$ cat src/rtl/voltage_scale_pipe.sv
// Multi-channel pipelined ADC-code-to-display scaler: zooms each sample about its channel mean.
// Optional round-half-up before the final shift when VSCALE_ROUND_EN is defined.
module voltage_scale_pipe #(
  parameter int N_CH      = 2,
  parameter int IN_W      = 12,
  parameter int OUT_W     = 25,
  parameter int GAIN_W    = 16,
  parameter int FRAC_W    = 10,
  parameter int BASE_GAIN = 10000,
  parameter int G0        = 10000,
  parameter int G1        = 5000,
  parameter int G2        = 2500,
  parameter int G3        = 1000,
  parameter int G4        = 100,
  parameter int CH_W      = (N_CH > 1) ? $clog2(N_CH) : 1
) (
  input  logic                  CLK,
  input  logic                  RST,
  input  logic                  IN_VALID,
  input  logic [CH_W-1:0]       IN_CH,
  input  logic [IN_W-1:0]       DATA_IN,
  input  logic [N_CH*IN_W-1:0]  MEAN,
  input  logic [N_CH*3-1:0]     SCALE,
  output logic                  OUT_VALID,
  output logic [CH_W-1:0]       OUT_CH,
  output logic [OUT_W-1:0]      DATA_OUT,
  output logic                  SAT,
  output logic [N_CH*OUT_W-1:0] LAST_OUT
);

  localparam int ACC_W = IN_W + GAIN_W + 2;
  localparam logic signed [ACC_W-1:0] BASE_X  = ACC_W'(BASE_GAIN);
  localparam logic signed [63:0]      MAX_OUT = (64'sd1 <<< OUT_W) - 64'sd1;
`ifdef VSCALE_ROUND_EN
  localparam logic signed [ACC_W-1:0] RND = ACC_W'(1) <<< (FRAC_W - 1);
`else
  localparam logic signed [ACC_W-1:0] RND = '0;
`endif

  // Reset asserts immediately but is released only on a clock edge.
  logic [1:0] rst_pipe_q;
  logic       rst_sync;

  always_ff @(posedge CLK or posedge RST) begin
    if (RST) begin
      rst_pipe_q <= 2'b11;
    end else begin
      rst_pipe_q <= {rst_pipe_q[0], 1'b0};
    end
  end

  assign rst_sync = rst_pipe_q[1];

  function automatic logic [GAIN_W-1:0] gain_of(input logic [2:0] s);
    logic [GAIN_W-1:0] g;
    case (s)
      3'd0:    g = GAIN_W'(G0);
      3'd1:    g = GAIN_W'(G1);
      3'd2:    g = GAIN_W'(G2);
      3'd3:    g = GAIN_W'(G3);
      default: g = GAIN_W'(G4);
    endcase
    return g;
  endfunction

  // ---------------- S1: channel select and difference ----------------
  logic [IN_W-1:0]      mean_sel;
  logic [2:0]           scale_sel;
  logic                 ch_ok;
  logic signed [IN_W:0] diff_d;

  always_comb begin
    mean_sel  = '0;
    scale_sel = '0;
    ch_ok     = 1'b0;
    for (int k = 0; k < N_CH; k++) begin
      if (IN_CH == CH_W'(k)) begin
        mean_sel  = MEAN[k*IN_W +: IN_W];
        scale_sel = SCALE[k*3 +: 3];
        ch_ok     = 1'b1;
      end
    end
  end

  assign diff_d = $signed({1'b0, DATA_IN}) - $signed({1'b0, mean_sel});

  logic                 v1_q;
  logic [CH_W-1:0]      ch1_q;
  logic signed [IN_W:0] diff1_q;
  logic [IN_W-1:0]      mean1_q;
  logic [GAIN_W-1:0]    gain1_q;

  always_ff @(posedge CLK or posedge rst_sync) begin
    if (rst_sync) begin
      v1_q    <= 1'b0;
      ch1_q   <= '0;
      diff1_q <= '0;
      mean1_q <= '0;
      gain1_q <= '0;
    end else begin
      v1_q <= IN_VALID && ch_ok;
      if (IN_VALID && ch_ok) begin
        ch1_q   <= IN_CH;
        diff1_q <= diff_d;
        mean1_q <= mean_sel;
        gain1_q <= gain_of(scale_sel);
      end
    end
  end

  // ---------------- S2: products at full accumulator width ----------------
  logic signed [ACC_W-1:0] prod_d;
  logic signed [ACC_W-1:0] base_d;

  assign prod_d = ACC_W'(diff1_q) * ACC_W'($signed({1'b0, gain1_q}));
  assign base_d = ACC_W'($signed({1'b0, mean1_q})) * BASE_X;

  logic                    v2_q;
  logic [CH_W-1:0]         ch2_q;
  logic signed [ACC_W-1:0] prod2_q;
  logic signed [ACC_W-1:0] base2_q;

  always_ff @(posedge CLK or posedge rst_sync) begin
    if (rst_sync) begin
      v2_q    <= 1'b0;
      ch2_q   <= '0;
      prod2_q <= '0;
      base2_q <= '0;
    end else begin
      v2_q <= v1_q;
      if (v1_q) begin
        ch2_q   <= ch1_q;
        prod2_q <= prod_d;
        base2_q <= base_d;
      end
    end
  end

  // ---------------- S3: accumulate (with optional rounding) ----------------
  logic                    v3_q;
  logic [CH_W-1:0]         ch3_q;
  logic signed [ACC_W-1:0] acc3_q;

  always_ff @(posedge CLK or posedge rst_sync) begin
    if (rst_sync) begin
      v3_q   <= 1'b0;
      ch3_q  <= '0;
      acc3_q <= '0;
    end else begin
      v3_q <= v2_q;
      if (v2_q) begin
        ch3_q  <= ch2_q;
        acc3_q <= base2_q + prod2_q + RND;
      end
    end
  end

  // ---------------- Shift and saturate into the output register ----------------
  logic signed [ACC_W-1:0] shifted;
  logic signed [63:0]      shifted_wide;
  logic [OUT_W-1:0]        res_data;
  logic                    res_sat;

  assign shifted      = acc3_q >>> FRAC_W;
  assign shifted_wide = 64'(shifted);

  always_comb begin
    res_data = OUT_W'(shifted);
    res_sat  = 1'b0;
    if (shifted[ACC_W-1]) begin
      res_data = '0;
      res_sat  = 1'b1;
    end else if (shifted_wide > MAX_OUT) begin
      res_data = '1;
      res_sat  = 1'b1;
    end
  end

  always_ff @(posedge CLK or posedge rst_sync) begin
    if (rst_sync) begin
      OUT_VALID <= 1'b0;
      OUT_CH    <= '0;
      DATA_OUT  <= '0;
      SAT       <= 1'b0;
      LAST_OUT  <= '0;
    end else begin
      OUT_VALID <= v3_q;
      if (v3_q) begin
        OUT_CH   <= ch3_q;
        DATA_OUT <= res_data;
        SAT      <= res_sat;
        for (int k = 0; k < N_CH; k++) begin
          if (ch3_q == CH_W'(k)) begin
            LAST_OUT[k*OUT_W +: OUT_W] <= res_data;
          end
        end
      end
    end
  end

endmodule
$ cat config.mk
export PLATFORM = sky130hd
export DESIGN_NAME = voltage_scale_pipe
export DESIGN_NICKNAME = d
export VERILOG_FILES = /design/src/rtl/voltage_scale_pipe.sv
export SDC_FILE = /design/constraint.sdc
export NUM_CORES = 1
export LEC_CHECK = 0
export ABC_AREA = 1
export BUFFER_PORTS_ARGS = -buffer_cell sky130_fd_sc_hd__buf_2
export CORE_MARGIN = 4
export CORE_UTILIZATION = 55
export CTS_CLUSTER_SIZE = 8
export DETAILED_ROUTE_END_ITERATION = 10
export GPL_TIMING_DRIVEN = 0
export PLACE_DENSITY = 0.71
export SETUP_SLACK_MARGIN = 0.05
export SLEW_MARGIN = 20
export SYNTH_ARGS = -nofsm -noshare
export SYNTH_HDL_FRONTEND = slang
export SYNTH_SLANG_ARGS = --single-unit
$ cat constraint.sdc
create_clock -name CLK -period 6.7 [get_ports CLK]
set_input_delay 0.67 -clock CLK [delete_from_list [all_inputs] [get_ports CLK]]
set_output_delay 0.67 -clock CLK [all_outputs]
set_load 0.05 [all_outputs]
== After elaboration in Yosys (flattened, before gate mapping) ==
Index checks and enable logic that the tools add are counted.
Word-level totals
  flip-flop bits (word level): 213
  input bits: 46
  output and inout port bits: 78
Operators by class
  magnitude comparators: 1
  multipliers: 2
  mux-type cells: 7
  $add $sub $neg: 2
  reductions and logical operators: 3
  equal/unequal tests: 3
  bitwise gates (word level): 1
Operators with widths (count)
  $pmux W14 S4: 1
  $mux W25: 2
  $add A30 B30 Y30: 1
  $mul A13 B17 Y30: 1
  $gt A20 B26 Y1 const B: 1
  $mul A12 B10 Y22 const B: 1
  $sub A12 B12 Y13: 1
  $mux W12: 1
  $eq A3 B2 Y1 const B: 2
  $reduce_and A2 Y1: 2
  $eq A3 B1 Y1 const B: 1
  $logic_not A3 Y1: 1
  $mux W3: 1
  $mux W1: 2
  $not A1 Y1: 1

== Logic depth before layout (Yosys ltp) ==
  depth after elaboration: 3
  gate-level depth with buffers: 26
  gate-level depth less buffers: 25

== Worst setup path before layout ==
No wires, ideal clock.
  kind: flip-flop to flip-flop
  from: reg gain1_q[10]
  to: reg prod2_q[18]
  setup slack: 1.669 ns
  cell stages (with the launch flop): 21
  path buffers: 1
  arrival: 4.913 ns
  setup time: 0.118 ns
  path through: dfrtp_1 -> clkbuf_1 -> nand2_1 -> inv_1 -> fa_1 -> inv_1 -> fa_1 -> inv_1 -> fa_1 -> fa_1 -> fa_1 -> fa_1 -> ha_1 -> nand2_2 -> nor2_1 -> inv_1 -> nor2_2 -> a21oi_1 -> or2_1 -> nand3_1 -> nand2_1
On the way
  cells in the longest elaborated chain, start to end: 1
Ends and longest elaborated chain
  start: declaration: line 91  | logic [GAIN_W-1:0] gain1_q;
  start signal: assignment: line 106  | gain1_q <= gain_of(scale_sel);
  $mul A13 B17 Y30: line 115  | assign prod_d = ACC_W'(diff1_q) * ACC_W'($signed({1'b0, gain1_q}));
  end signal: assignment: line 133  | prod2_q <= prod_d;
  end: declaration: line 120  | logic signed [ACC_W-1:0] prod2_q;
No other way between the ends.
A chain may end at the register's enable or synchronous reset.

== Worst setup path after layout ==
  from: reg diff1_q[12]
  to: reg prod2_q[18]
On the way
  cells in the longest elaborated chain, start to end: 1
Ends and longest elaborated chain
  start: declaration: line 89  | logic signed [IN_W:0] diff1_q;
  start signal: assignment: line 104  | diff1_q <= diff_d;
  $mul A13 B17 Y30: line 115
No other way between the ends.

==> impl_metrics.ini <==
[clock_tree]
post_cts_resized = 0
hold_buffers = 0
cts.path.max_buffers = 2
cts_root_buf = clkbuf_16
cts_tree = done
post-cts-setup-buffers = 0
cts.clk_slew.worst_paths_ps = 70
clock_latency_ps = 440
h-tree-depth = 4
cts_buffers = 17
clkSinkCount = 174

[cells_and_area]
syn_to_final_growth_pct = 10.22
finish.net_count = 2720
final_layout_size_suffix_gt1_share_pct = 9.784
ff_latch_area_um2 = 4357
antennaDiodeCount = 0
multi_input_area_um2 = 10490
n_fill_cell = 2779
fin_util_pct = 61.99

[timing]
fin_ws_ps = 587.6
fin_crit_sh_pct = 91.23
hold_viol = 0
relSlewSlack_pct = 51.00
timing.hold.ws_ps = 235.7
finalSetupViolCount = 0
timing.fmax_mhz = 163.6
rsz0062_at_grt = no
min_period_ps = 6112
tightest_slew_ps = 734.9
finalMaxSlewViolations = 0
final.setup_skew_ps = 11.14
finalSetupTns_ps = 0

[logic_synthesis]
synth-edff-count = 0
ys.flop_type = dfrtp_1
synth_cells = 2206
synth_top_cell_area_share_pct = 25.55
yosysSeqAreaShare_pct = 25.86
synth_top_area_cell = dfrtp_1
async_reset_ff_share_pct = 100.0
synth.distinct_cells = 46
syn_area_um2 = 16850
avgSynthCellArea_um2 = 7.637
synthesis.nets = 2578
synth_warnings = 0
synth_area_leaders = dfrtp_1 (26%), fa_1 (16%), nand2_1 (16%), ha_1 (14%), inv_1 (9.8%)
synth-seq-cells = 174

[hold_path]
hp-class = in2async

[setup_path]
cpMostUsedCell = fa_1
cp_slowest_stage_delay_ps = 670
startpoint = diff1_q[12]$_DFFE_PP0P_
worst_setup_path_end_kind = flop
cp.required_ps = 7080
path_cells = clkinv_1, nor2_1, fa_1, fa_1, fa_1, fa_1, fa_1, ha_1, ha_1, nand2_1, inv_1, a21oi_1, nand2_1, a21oi_1, or2_1, nand3_1, nand2_1
startpoint_type = flop
crit_fanout = 9
crit_end = prod2_q[18]$_DFFE_PP0P_
worstRegToRegCells = 17
r2r_end = prod2_q[18]$_DFFE_PP0P_
reg2reg_slack_ps = 590
crit_arrival_ps = 6490
r2r_start = diff1_q[12]$_DFFE_PP0P_
crit_type = reg2reg
cpMaxStageDelayCell = dfrtp_1

[drt]
vias_per_cell = 5.065
dr_total_vias = 13930
drtIter0Drc = 747
wl_per_cell_um = 14.96
totalWireLength_um = 41170
final_antenna_net_count = 0
drc_errors = 0
firstDrtPassIters = 7

[flow_run]
max_cap_viol_count = 0

[global_routing]
grt_first_pass_wirelength_um = 69460
grt_max_degree = 91
gr-total-overflow = 0
track_usage_pct = 25.56
grt_pass1_vias = 14080
antenna_found_initial = 0

[floorplanning]
top_level_ports = 124
dieArea_um2 = 33490
coreArea_um2 = 29950
dieWidth_um = 183.0
start_util_pct = 56.24
die_h_um = 183.0
rows = 63

[placed_design]
dp_slack_ps = 624.5
dp_hpwl_um = 34380
gp_congestion = 0.9261
io_buffers = 122

[run_status]
status = completed
layout by cell type, fill, tap and decap left out, types with 7 or more instances in the layout:
cell type,n
nand2_1,714
inv_1,438
ha_1,190
dfrtp_1,172
fa_1,136
buf_2,129
nor2_1,111
nand3_1,81
o21ai_0,60
a21oi_1,59
clkbuf_1,44
mux2_2,19
nand4_1,17
buf_4,17
clkbuf_16,17
nand3b_1,16
xnor2_1,15
o21ai_1,10
a31oi_1,10
mux2i_1,10
nor2_2,8
nor3_1,8
xor2_1,7
stage by stage:
stage | instances | instance area, um2
floorplan | 2206 | 16850
global placement | 2718 | 17940
detailed placement | 2719 | 17980
CTS | 2751 | 18570
global route | 2751 | 18570
finish | 2751 | 18570
cell type report:
cell class / count / area share (%)
inverters: 443 / 8.996
plain buffers: 71 / 1.826
repair buffers: 123 / 3.437
multi-input cells: 1518 / 56.48
clock inverters: 15 / 0.8760
flip-flops and latches: 174 / 23.46
clock buffers: 17 / 2.291
well taps: 390 / 2.628
registers in the layout, indices dropped and copies added, names as in the netlist:
signal and flops:
SAT 1, OUT_CH 1, ch1_q 1, ch2_q 1, v1_q 1, mean1_q 12, LAST_OUT 40, v3_q 1
v2_q 1, acc3_q 20, gain1_q 10, rst_pipe_q 2, ch3_q 1, diff1_q 13, base2_q 22, DATA_OUT 20
OUT_VALID 1, prod2_q 26
routing by layer:
metal	routed length, um	global-route usage (%)	vias to the layer above
met2	20050	44.97	341
li1	-	-	7014
met3	1858	3.054	71
met4	1430	8.820	0
met5	0	0	-
met1	17830	32.81	6508
synthesized netlist by cell type (2+ instances only):
cell type and instances:
o21ai_1 10, fa_1 136, or2_1 4, mux2_2 19, nor2_1 111, and2_1 4, a21oi_1 59, dfstp_2 2
or2_2 5, buf_1 3, nand2_2 5, nand4_1 17, buf_4 17, nand3b_1 16, nand2_1 714, xnor2_1 15
dfrtp_1 172, o21a_1 2, o21ai_0 60, inv_1 439, mux2i_1 10, nand3_1 81, nor2_2 8, a31oi_1 10
clkinv_1 3, nand3_2 4, clkbuf_1 44, nor3_1 8, ha_1 190, xor2_1 7, o21bai_1 6, o21ai_2 4
buf_2 7, nor2_4 2
worst max-delay path, delay by kind of cell, from the launching register on:
kind | cells | cell delay, ps
adder cells (fa/ha/maj) | 7 | 3270
AO/OA/AOI/OAI | 2 | 390
AND/OR/NAND/NOR | 6 | 1120
buffers and inverters | 2 | 590
flip-flops | 1 | 670
how the worst min path moves through the flow:
stage | from | to | depth (start not counted)
floorplan | rst_pipe_q[0]$_DFF_PP1_ | rst_pipe_q[1]$_DFF_PP1_ | 0
global placement | rst_pipe_q[0]$_DFF_PP1_ | rst_pipe_q[1]$_DFF_PP1_ | 0
detailed placement | rst_pipe_q[0]$_DFF_PP1_ | rst_pipe_q[1]$_DFF_PP1_ | 0
CTS | RST | rst_pipe_q[0]$_DFF_PP1_ | 2
global route | RST | rst_pipe_q[0]$_DFF_PP1_ | 2
finish | RST | rst_pipe_q[0]$_DFF_PP1_ | 2
cell families after synthesis:
logic type      after synthesis  share of synthesized area, %
compound gates              159                         5.147
xor+xnor                     22                         1.144
fa+ha+maj                   326                         30.27
buf+inv                     514                         11.88
flops                       174                         25.86
mux                          29                         1.864
other cells                   1                       0.02226
simple gates                981                         23.80
Power is not shown: default switching activity piles up to over one toggle a cycle in this logic, so the estimate is an artifact.
